===== config.mk =====
export PLATFORM = sky130hd
export DESIGN_NAME = pipe_ctrl
export DESIGN_NICKNAME = d
export VERILOG_FILES = /design/src/rtl/pipe_ctrl_pkg.sv /design/src/rtl/pipe_ctrl_md_timer.sv /design/src/rtl/pipe_ctrl.sv
export SDC_FILE = /design/constraint.sdc
export NUM_CORES = 1
export LEC_CHECK = 0
export CAP_MARGIN = 20
export CORE_AREA = 10 10 47 49
export DETAILED_ROUTE_END_ITERATION = 6
export DIE_AREA = 0 0 57 59
export PLACE_DENSITY = 0.69
export SLEW_MARGIN = 5
export SYNTH_ARGS = -nofsm -noshare
export SYNTH_HDL_FRONTEND = slang
export SYNTH_SLANG_ARGS = --single-unit

===== constraint.sdc =====
create_clock -name clk -period 1.5 [get_ports clk]
set_input_delay 0.3 -clock clk [delete_from_list [all_inputs] [get_ports clk]]
set_output_delay 0.3 -clock clk [all_outputs]
set_load 0.02 [all_outputs]

===== src/rtl/pipe_ctrl_pkg.sv =====
// Shared CPU definitions for the pipeline controller: PC-source encodings,
// MD-unit FSM states and the exception vector.
package pipe_ctrl_pkg;

   typedef enum logic [1:0] {
      PC_SEL_SEQ = 2'b00,
      PC_SEL_EXC = 2'b01,
      PC_SEL_EPC = 2'b10
   } pc_sel_t;

   typedef enum logic [1:0] {
      MD_IDLE = 2'b00,
      MD_MULT = 2'b01,
      MD_DIV  = 2'b10
   } md_state_t;

   localparam logic [31:0] EXC_VECTOR = 32'h0000_4180;

   // Next-PC mux shared with the fetch stage, keyed by the pc_sel code.
   function automatic logic [31:0] next_pc(input logic [1:0] sel,
                                           input logic [31:0] seq_pc,
                                           input logic [31:0] epc);
      logic [31:0] pc;
      pc = seq_pc;
      if (sel == PC_SEL_EXC) pc = EXC_VECTOR;
      else if (sel == PC_SEL_EPC) pc = epc;
      return pc;
   endfunction

endpackage


===== src/rtl/pipe_ctrl_md_timer.sv =====
// Busy timer for the multiply/divide unit: tracks which operation is in
// flight and counts down its fixed latency.
module md_timer
   import pipe_ctrl_pkg::*;
#(
   parameter int MULT_CYCLES = 5,
   parameter int DIV_CYCLES  = 10
) (
   input  logic clk,
   input  logic reset,
   input  logic md_go,
   input  logic md_div,
   output logic md_busy
);

   localparam logic [3:0] MULT_LOAD = 4'(MULT_CYCLES);
   localparam logic [3:0] DIV_LOAD  = 4'(DIV_CYCLES);

   md_state_t  state;
   logic [3:0] cnt;

   // A new start always wins, so back-to-back md instructions restart the count.
   always_ff @(posedge clk or posedge reset) begin
      if (reset) begin
         state   <= MD_IDLE;
         cnt     <= '0;
         md_busy <= 1'b0;
      end else if (md_go) begin
         if (md_div) begin
            state <= MD_DIV;
            cnt   <= DIV_LOAD;
         end else begin
            state <= MD_MULT;
            cnt   <= MULT_LOAD;
         end
         md_busy <= 1'b1;
      end else if (state != MD_IDLE) begin
         if (cnt <= 4'd1) begin
            state   <= MD_IDLE;
            cnt     <= '0;
            md_busy <= 1'b0;
         end else begin
            cnt <= cnt - 4'd1;
         end
      end
   end

endmodule


===== src/rtl/pipe_ctrl.sv =====
// Pipeline hazard/flush controller: stalls for load-use and MD-unit hazards,
// redirects the PC on exceptions and eret, and launches the MD timer.
module pipe_ctrl
   import pipe_ctrl_pkg::*;
#(
   parameter int MULT_CYCLES = 5,
   parameter int DIV_CYCLES  = 10
) (
   input  logic       clk,
   input  logic       reset,
   input  logic       stall_req_D,
   input  logic       md_use_D,
   input  logic       md_start_E,
   input  logic       md_div_E,
   input  logic       exc_M,
   input  logic       eret_M,
   output logic       en_PC,
   output logic       en_FD,
   output logic       flush_FD,
   output logic       flush_DE,
   output logic       flush_EM,
   output logic       flush_MW,
   output logic [1:0] pc_sel,
   output logic       md_go,
   output logic       md_busy
);

   logic stall;

   // A start is dropped when the M stage redirects; the E-stage instruction is being killed.
   assign md_go = md_start_E & ~exc_M & ~eret_M & ~reset;
   assign stall = stall_req_D | (md_use_D & (md_busy | md_start_E));

   md_timer #(
      .MULT_CYCLES (MULT_CYCLES),
      .DIV_CYCLES  (DIV_CYCLES)
   ) u_md_timer (
      .clk     (clk),
      .reset   (reset),
      .md_go   (md_go),
      .md_div  (md_div_E),
      .md_busy (md_busy)
   );

   // Redirects outrank stalls: a flushed pipeline has no hazard left to wait on.
   always_comb begin
      en_PC    = 1'b1;
      en_FD    = 1'b1;
      flush_FD = 1'b0;
      flush_DE = 1'b0;
      flush_EM = 1'b0;
      flush_MW = 1'b0;
      pc_sel   = PC_SEL_SEQ;
      if (reset) begin
         flush_FD = 1'b1;
         flush_DE = 1'b1;
         flush_EM = 1'b1;
         flush_MW = 1'b1;
      end else if (exc_M) begin
         pc_sel   = PC_SEL_EXC;
         flush_FD = 1'b1;
         flush_DE = 1'b1;
         flush_EM = 1'b1;
         flush_MW = 1'b1;
      end else if (eret_M) begin
         pc_sel   = PC_SEL_EPC;
         flush_FD = 1'b1;
         flush_DE = 1'b1;
         flush_EM = 1'b1;
      end else if (stall) begin
         en_PC    = 1'b0;
         en_FD    = 1'b0;
         flush_DE = 1'b1;
      end
   end

endmodule


==> results.ini, run 1 <==
[clock_tree]
root_buffer=clkbuf_4
cts_buffers=3
worstSkewPairLatency_ps=250
clk_path_buf_depth=2
path_clk_slew_ps=60
tritoncts=yes
htree_levels=1
cts_sinks=7

[place]
dpl-instance-area_um2=663.1
hpwl_mm=1.060
finalWeightedCongestion=0.8175
io_buffers=17

[synth]
synth_seq_cells=7
yosys_warnings=0
avgSynthCellArea_um2=8.667
netlist.area_leader.share_pct=36.75
ys_types=24
netlist_instances=55
synth_area_leaders=dfrtp_1 (37%), inv_1 (6.3%), nor2_1 (5.5%)
syn-num-nets=65
netlist_area_um2=476.7
yosysSeqAreaShare_pct=36.75
synth_area_leader_cell=dfrtp_1

[floorplan]
die_area_um2=3363
fp.dieH_um=59
initial_core_util_pct=34.02
core_area_um2=1401
die_w_um=57
ios=18
row_count=14

[timing]
finalWorstPathRequiredPeriod_ps=1455
rsz0062_at_grt=false
timing.final.crit_share_pct=97.00
final_hold_viol_count=0
max_freq_mhz=687.3
timing.hold.ws_ps=13.78
setup_viol=0
drv_slew=0
clock_skew_ps=5.505
finalSetupTns_ps=0
slew_headroom_pct=75.75
worstMarginPinSlew_ps=359.3

[power_and_ir_drop]
p_per_area_nw_per_um2=1647
cellLeakagePower_nw=0.3357
peakVddDrop_v=0.0007779

[layout]
fin_nets=91
final_common_cell=buf_2
fin_area_um2=708.2
diodes=0
fill_cells=137
layout-drive-gt1-share_pct=38.75
final_cell_mix=buf_2 (8), inv_1 (7), buf_4 (7), dfrtp_1 (7)
syn_to_final_growth_pct=48.56

[grt]
grt_antenna_before_repair=0
grt_use_total_pct=8.012
grt-ovfl-total=0
grt_pass1_vias=472
grt_max_degree=8
grt_pass1_wl_mm=2.180

[routing]
drc=0
routedWlPerCell_um=14.14
vias=486
drt_wl_total_mm=1.357
drt.antenna.violating_nets=0
firstDrtPassIters=4
vias_per_cell=5.063
drt_iter0_markers=12

[critical_path]
end_kind=output pin
rr_startpoint=u_md_timer.cnt[0]
cp.arrival_ps=1150
cp_max_fo=2
criticalPathCategory=primary input to output pin
start_kind=primary input
crit_required_ps=1200
cp-startpoint=md_start_E

[hold_path]
worstHoldPathType=primary input to asynchronous set/reset pin

[job]
drv_cap=0

[status]
status=completed

[report_power, final]
group	leakage, nW	switching (W)	internal [W]	total (W)
registers	0.0849	0.0000972	0.000278	0.000376
logic	0.236	0.000301	0.000315	0.000616
clock network	0.0150	0.0000737	0.000102	0.000175
total	0.336	0.000472	0.000695	0.00117
[synthesized netlist by cell type]
master,count
a31oi_1,3
inv_1,8
o21ai_0,2
nor2_1,7
nand2_1,5
clkinv_4,1
a31o_1,2
or2_2,2
buf_6,1
ha_1,2
or4b_4,1
a21o_1,1
and2_1,1
and2_4,1
o311ai_0,2
o41ai_1,1
nor2b_1,1
buf_4,2
o21ba_2,1
nand3_1,1
a221oi_1,1
or3_1,1
o2111ai_1,1
dfrtp_1,7
[cell type report]
| class | count | area [µm²] | share of cell area [%] |
|---|---|---|---|
| repair buffers | 24 | 181.4 | 25.62 |
| flip-flops and latches | 7 | 175.2 | 24.73 |
| well taps | 16 | 20.02 | 2.827 |
| multi-input cells | 36 | 266.5 | 37.63 |
| inverters | 9 | 38.79 | 5.477 |
| clock buffers | 4 | 26.28 | 3.710 |
[cells by family after synthesis]
family | share of synthesized area [%]
compound gates | 22.58
fa+ha+maj | 5.249
buf+inv | 13.65
flops | 36.75
simple gates | 21.79
[path summary, 6_finish.rpt]
path,endpoint,slack (ps),cells past startpoint
setup / recovery,md_go,50,4
hold / removal,u_md_timer.cnt[2],10,2
setup reg to reg,u_md_timer.state[0],70,5
hold reg to reg,u_md_timer.state[1],580,1
max in group asynchronous,u_md_timer.cnt[1],1260,2
min in group clk,u_md_timer.md_busy,540,4
[critical path: stages]
cell and delay [ps]:
clkdlybuf4s15_1 190, or4b_4 500, clkinv_4 70, buf_6 100
[per-layer routing]
layer | routed length, µm | track usage [%] | up-vias
met2 | 702 | 14.42 | 11
met1 | 588 | 8.602 | 236
li1 | - | - | 239
met3 | 65 | 3.004 | 0
met4 | 0 | 2.013 | 0
met5 | 0 | 0 | -
[registers in the layout, indices dropped and copies added (netlist names)]
| name | cells |
|---|---|
| u_md_timer.md_busy | 1 |
| u_md_timer.cnt | 4 |
| u_md_timer.state | 2 |
[repair_timing]
action	in CTS	in global routing
hold buffers	0	0
hold endpoints to repair	0	0
endpoints found under the setup margin	16	6
pin swaps	1	1
gates resized for setup	49	6
setup buffers	1	3
[per-stage QoR]
stage | cells | setup WS (ps) | utilization [%] | total power [W]
6_report | 96 | 45.06 | 50.54 | 0.001167
3_3_place_gp | 88 | -782.2 | 47.32 | 0.0008544
2_1_floorplan | 55 | 0.2532 | - | 0.0006992
3_5_place_dp | 88 | -790.1 | 47.32 | 0.0008762
5_1_grt | 96 | 8.161 | 50.54 | 0.001266
4_1_cts | 93 | 11.63 | 47.41 | 0.001037
Note: power is estimated with default switching activity, not from simulation.
==> inputs of run 2 (changes only) <==
- CTS_BUF_LIST: not set -> sky130_fd_sc_hd__clkbuf_4 sky130_fd_sc_hd__clkbuf_8 sky130_fd_sc_hd__clkbuf_16
==> results.ini, run 2 (synthesis gave the netlist of run 1 again) <==
[status]
status=completed

[routing]
vias_per_cell=5.052  ; -0.21%
routedWlPerCell_um=14.10  ; -0.22%
firstDrtPassIters=4  ; unchanged
drt.antenna.violating_nets=0  ; unchanged
drt_iter0_markers=12  ; unchanged
drt_wl_total_mm=1.354  ; -0.22%
vias=485  ; -0.21%
drc=0  ; unchanged

[power_and_ir_drop]
peakVddDrop_v=0.0008216  ; +5.6%
cellLeakagePower_nw=0.3392  ; +1.0%
p_per_area_nw_per_um2=1666  ; +1.1%
power_frac_seq_pct=31.7  ; -0.5 points
p_int_w=0.0007122  ; +2.5%
swShare_pct=39.94  ; -0.50 points
pwr-share-clk_pct=16.5  ; +1.5 points
p_sw_w=0.0004737  ; +0.40%
pwr-share-comb_pct=51.8  ; -1.0 points

[timing]
setup_ws_ps=45.72  ; +0.6560 ps
slew_headroom_pct=76.67  ; +0.92 points
worstMarginPinSlew_ps=345.6  ; -13.68 ps
finalWorstPathRequiredPeriod_ps=1454  ; -0.6560 ps
timing.final.crit_share_pct=96.95  ; about the same
setup_viol=0  ; unchanged
clock_skew_ps=3.320  ; -2.185 ps
finalSetupTns_ps=0  ; unchanged
max_freq_mhz=687.6  ; about the same
drv_slew=0  ; unchanged
final_hold_viol_count=0  ; unchanged
rsz0062_at_grt=false

[clock_tree]
cts_buffers=3  ; unchanged
clk_path_buf_depth=2  ; unchanged
tritoncts=yes
cts_sinks=7  ; unchanged
path_clk_slew_ps=60  ; about the same
holdBufCountCts=0  ; unchanged
worstSkewPairLatency_ps=250  ; about the same
root_buffer=clkbuf_4
htree_levels=1  ; unchanged

[floorplan]
ios=18  ; unchanged
die_w_um=57  ; unchanged
fp.dieH_um=59  ; unchanged
initial_core_util_pct=34.02  ; unchanged
die_area_um2=3363  ; unchanged
core_area_um2=1401  ; unchanged
row_count=14  ; unchanged

[critical_path]
start_kind=primary input
r2r_cells=5  ; unchanged
end_kind=output pin
crit_required_ps=1200  ; about the same
criticalPathCategory=primary input to output pin
cp_max_fo=2  ; unchanged
cp.arrival_ps=1150  ; about the same

[layout]
reg_top3=u_md_timer.cnt: 4 flops, u_md_timer.state: 2 flops, u_md_timer.md_busy: 1 flops
final_common_cell=buf_2
regMostFlops=u_md_timer.cnt
diodes=0  ; unchanged
final_cell_mix=buf_2 (8), inv_1 (7), buf_4 (7), dfrtp_1 (7)
layout-drive-gt1-share_pct=40.00  ; +1.3 points
fill_cells=137  ; unchanged
post-route-util_pct=50.80  ; +0.27 points
fin_nets=91  ; unchanged
syn_to_final_growth_pct=49.34
largest_register_ffs=4  ; unchanged

[place]
finalWeightedCongestion=0.8175  ; unchanged
dp_slack_ps=-790.1  ; unchanged
io_buffers=17  ; unchanged
hpwl_mm=1.060  ; unchanged

[grt]
grt_pass1_vias=472  ; unchanged
grt_max_degree=8  ; unchanged
grt_use_total_pct=8.012  ; unchanged
grt-ovfl-total=0  ; unchanged
grt_antenna_before_repair=0  ; unchanged
grt_pass1_wl_mm=2.180  ; unchanged

[hold_path]
worstHoldPathType=primary input to asynchronous set/reset pin

[job]
drv_cap=0  ; unchanged

run 2: power groups by stage:
stage               Clock [W]  Sequential [W]  Combinational [W]
floorplan                   0        0.000368           0.000332
CTS                  0.000192        0.000379           0.000484
detailed placement          0        0.000381           0.000495
global placement            0        0.000374           0.000480
finish               0.000196        0.000376           0.000614
global route         0.000207        0.000390           0.000687
run 2: worst paths after layout:
kind	start	end	slack, ps
worst max-delay path	md_start_E	md_go	50
worst min-delay path	reset	u_md_timer.cnt[2]	10
worst max register to register	u_md_timer.cnt[0]	u_md_timer.state[0]	70
worst min register to register	u_md_timer.state[1]	u_md_timer.state[1]	570
max in group asynchronous	reset	u_md_timer.cnt[1]	1260
min in group clk	exc_M	u_md_timer.md_busy	540
run 2: timing repair:
action,CTS,global route
gates resized for setup,49,6
gates cloned,0,0
endpoints found under the setup margin,16,6
pin swaps,1,1
buffers inserted,1,3
run 2: critical path, stage by stage:
cell and delay, ps:
clkdlybuf4s15_1 190, or4b_4 500, clkinv_4 70, buf_6 100
run 2: area by class of cell:
type / instances / area [µm²] / share of cell area [%]
inverters: 9 / 38.79 / 5.448
repair buffers: 24 / 181.4 / 25.48
flip-flops and latches: 7 / 175.2 / 24.60
multi-input cells: 36 / 266.5 / 37.43
well taps: 16 / 20.02 / 2.812
clock buffers: 4 / 30.03 / 4.218
run 2: stage by stage:
step           hold slack (ps)  total power, W  std cells  instance area [µm²]
6_report                 13.17        0.001186         96                711.9
5_1_grt                  27.00        0.001284         96                711.9
4_1_cts                  15.23        0.001055         93                668.1
3_5_place_dp             561.0       0.0008762         88                663.1
3_3_place_gp             552.4       0.0008544         88                663.1
2_1_floorplan            103.4       0.0006992         55                476.7
run 2: metal layers:
layer | wire [µm] | vias to the layer above | track usage (%)
li1 | - | 240 | -
met5 | 0 | - | 0
met3 | 56 | 0 | 3.004
met4 | 0 | 0 | 2.013
met2 | 708 | 9 | 14.42
met1 | 589 | 236 | 8.602
==> inputs of run 3 (changes only) <==
- CTS_BUF_LIST: sky130_fd_sc_hd__clkbuf_4 sky130_fd_sc_hd__clkbuf_8 sky130_fd_sc_hd__clkbuf_16 -> sky130_fd_sc_hd__clkbuf_16
==> results.ini, run 3 (synthesis gave the netlist of run 1 again) <==
[power_and_ir_drop]
power_frac_seq_pct=27.5  ; -4.2 points
peakVddDrop_v=0.001263  ; +54%
cellLeakagePower_nw=0.3555  ; +4.8%
p_sw_w=0.0004926  ; +4.0%
pwr-share-clk_pct=32.5  ; +16 points
swShare_pct=35.48  ; -4.5 points
pwr-share-comb_pct=40.0  ; -12 points
p_int_w=0.0008958  ; +26%
p_per_area_nw_per_um2=1874  ; +13%

[critical_path]
cp_cell_sequence=clkdlybuf4s15_1 > or4b_4 > clkinv_4 > buf_6
crit_buf_inv=3  ; unchanged
cp.arrival_ps=1160  ; about the same
end_kind=output pin
cp_max_fo=2  ; unchanged
crit_family=simple AND/OR/NAND/NOR gates
start_kind=primary input
crit_required_ps=1200  ; about the same
criticalPathCategory=primary input to output pin
slowest_delay_ps=500  ; about the same
rrSetupSlack_ps=70  ; about the same
slowest_stage=or4b_4

[layout]
syn_to_final_growth_pct=55.38
final_common_cell=inv_1
reg_top3=u_md_timer.cnt: 4 flops, u_md_timer.state: 2 flops, u_md_timer.md_busy: 1 flops
layout-drive-gt1-share_pct=36.71  ; -3.3 points
diodes=0  ; unchanged
fin_nets=90  ; -1.1%
fin_area_um2=740.7  ; +4.0%
largest_register_ffs=4  ; unchanged
final_cell_mix=inv_1 (9), buf_2 (8), dfrtp_1 (7), buf_4 (6), nand2_1 (5)
regMostFlops=u_md_timer.cnt

[grt]
grt_use_total_pct=8.489  ; +0.48 points
grt_pass1_wl_mm=2.346  ; +7.6%
grt_antenna_before_repair=0  ; unchanged
grt-ovfl-total=0  ; unchanged
grt_pass1_vias=489  ; +3.6%
grt_max_degree=8  ; unchanged

[clock_tree]
path_clk_slew_ps=40  ; -20 ps
htree_levels=1  ; unchanged
cts_sinks=7  ; unchanged
holdBufCountCts=0  ; unchanged
root_buffer=clkbuf_16
clk_path_buf_depth=2  ; unchanged
tritoncts=yes
cts_buffers=3  ; unchanged
worstSkewPairLatency_ps=230  ; -20 ps

[status]
status=completed

[timing]
drv_slew=0  ; unchanged
timing.hold.ws_ps=38.31  ; +25.15 ps
finalWorstPathRequiredPeriod_ps=1460  ; +5.660 ps
rsz0062_at_grt=false
slew_headroom_pct=76.05  ; -0.62 points
timing.final.crit_share_pct=97.33  ; +0.38 points
setup_ws_ps=40.06  ; -5.659 ps
setup_viol=0  ; unchanged
worstMarginPinSlew_ps=354.8  ; +9.211 ps
final_hold_viol_count=0  ; unchanged
max_freq_mhz=685.0  ; -0.39%
clock_skew_ps=0.4347  ; -2.885 ps

[routing]
drt_iter0_markers=20  ; +8
drt_wl_total_mm=1.483  ; +9.5%
vias_per_cell=5.263  ; +4.2%
drc=0  ; unchanged
routedWlPerCell_um=15.61  ; +11%
drt.antenna.violating_nets=0  ; unchanged
vias=500  ; +3.1%
firstDrtPassIters=4  ; unchanged

[floorplan]
core_area_um2=1401  ; unchanged
fp.dieH_um=59  ; unchanged
row_count=14  ; unchanged
initial_core_util_pct=34.02  ; unchanged
die_area_um2=3363  ; unchanged
ios=18  ; unchanged
die_w_um=57  ; unchanged

[place]
dp_slack_ps=-790.1  ; unchanged
io_buffers=17  ; unchanged
hpwl_mm=1.060  ; unchanged
dpl-instance-area_um2=663.1  ; unchanged
finalWeightedCongestion=0.8175  ; unchanged

[job]
drv_cap=0  ; unchanged

[hold_path]
worstHoldPathType=primary input to asynchronous set/reset pin

[run 3: area by class of cell]
| type | instances | area (µm²) |
|---|---|---|
| fill | 130 | 660.6 |
| multi-input combinational | 36 | 254.0 |
| sequential | 7 | 175.2 |
| timing repair buffer | 23 | 173.9 |
| clock buffer | 3 | 75.07 |
| inverter | 9 | 38.79 |
| tap | 16 | 20.02 |
| clock inverter | 1 | 3.754 |
[run 3: worst paths after layout]
path	from	end	cells past startpoint
min	reset	u_md_timer.cnt[2]	2
max	md_start_E	md_go	4
max reg2reg	u_md_timer.cnt[1]	u_md_timer.state[0]	5
min in group clk	exc_M	u_md_timer.md_busy	4
min reg2reg	u_md_timer.state[0]	u_md_timer.state[0]	1
max in group asynchronous	reset	u_md_timer.state[1]	2
[run 3: what timing repair did]
action                                  CTS  global route
endpoints found under the setup margin   16             6
gates resized for setup                  50             3
buffers inserted                          1             2
pin swaps                                 1             0
[run 3: metrics by stage]
step | std cells | TNS [ps] | total power [W] | utilization, %
6_report | 95 | 0 | 0.001388 | 52.86
5_1_grt | 95 | 0 | 0.001494 | 52.86
4_1_cts | 93 | 0 | 0.001325 | 51.34
3_5_place_dp | 88 | -8083 | 0.0008762 | 47.32
3_3_place_gp | 88 | -7819 | 0.0008544 | 47.32
2_1_floorplan | 55 | 0 | 0.0006992 | -
[run 3: layer usage]
metal  up-vias  track usage (%)  wire [µm]
li1        237                -          -
met1       242            9.200        565
met2        17            15.66        810
met3         4            2.575         76
met4         0            2.013         31
met5         -                0          0
[run 3: power by group through the flow]
stage	Clock [W]	Combinational (W)	Sequential (W)
5_1_grt	0.000462	0.000633	0.000399
6_report	0.000452	0.000555	0.000382
3_3_place_gp	0	0.000480	0.000374
2_1_floorplan	0	0.000332	0.000368
4_1_cts	0.000447	0.000496	0.000382
3_5_place_dp	0	0.000495	0.000381
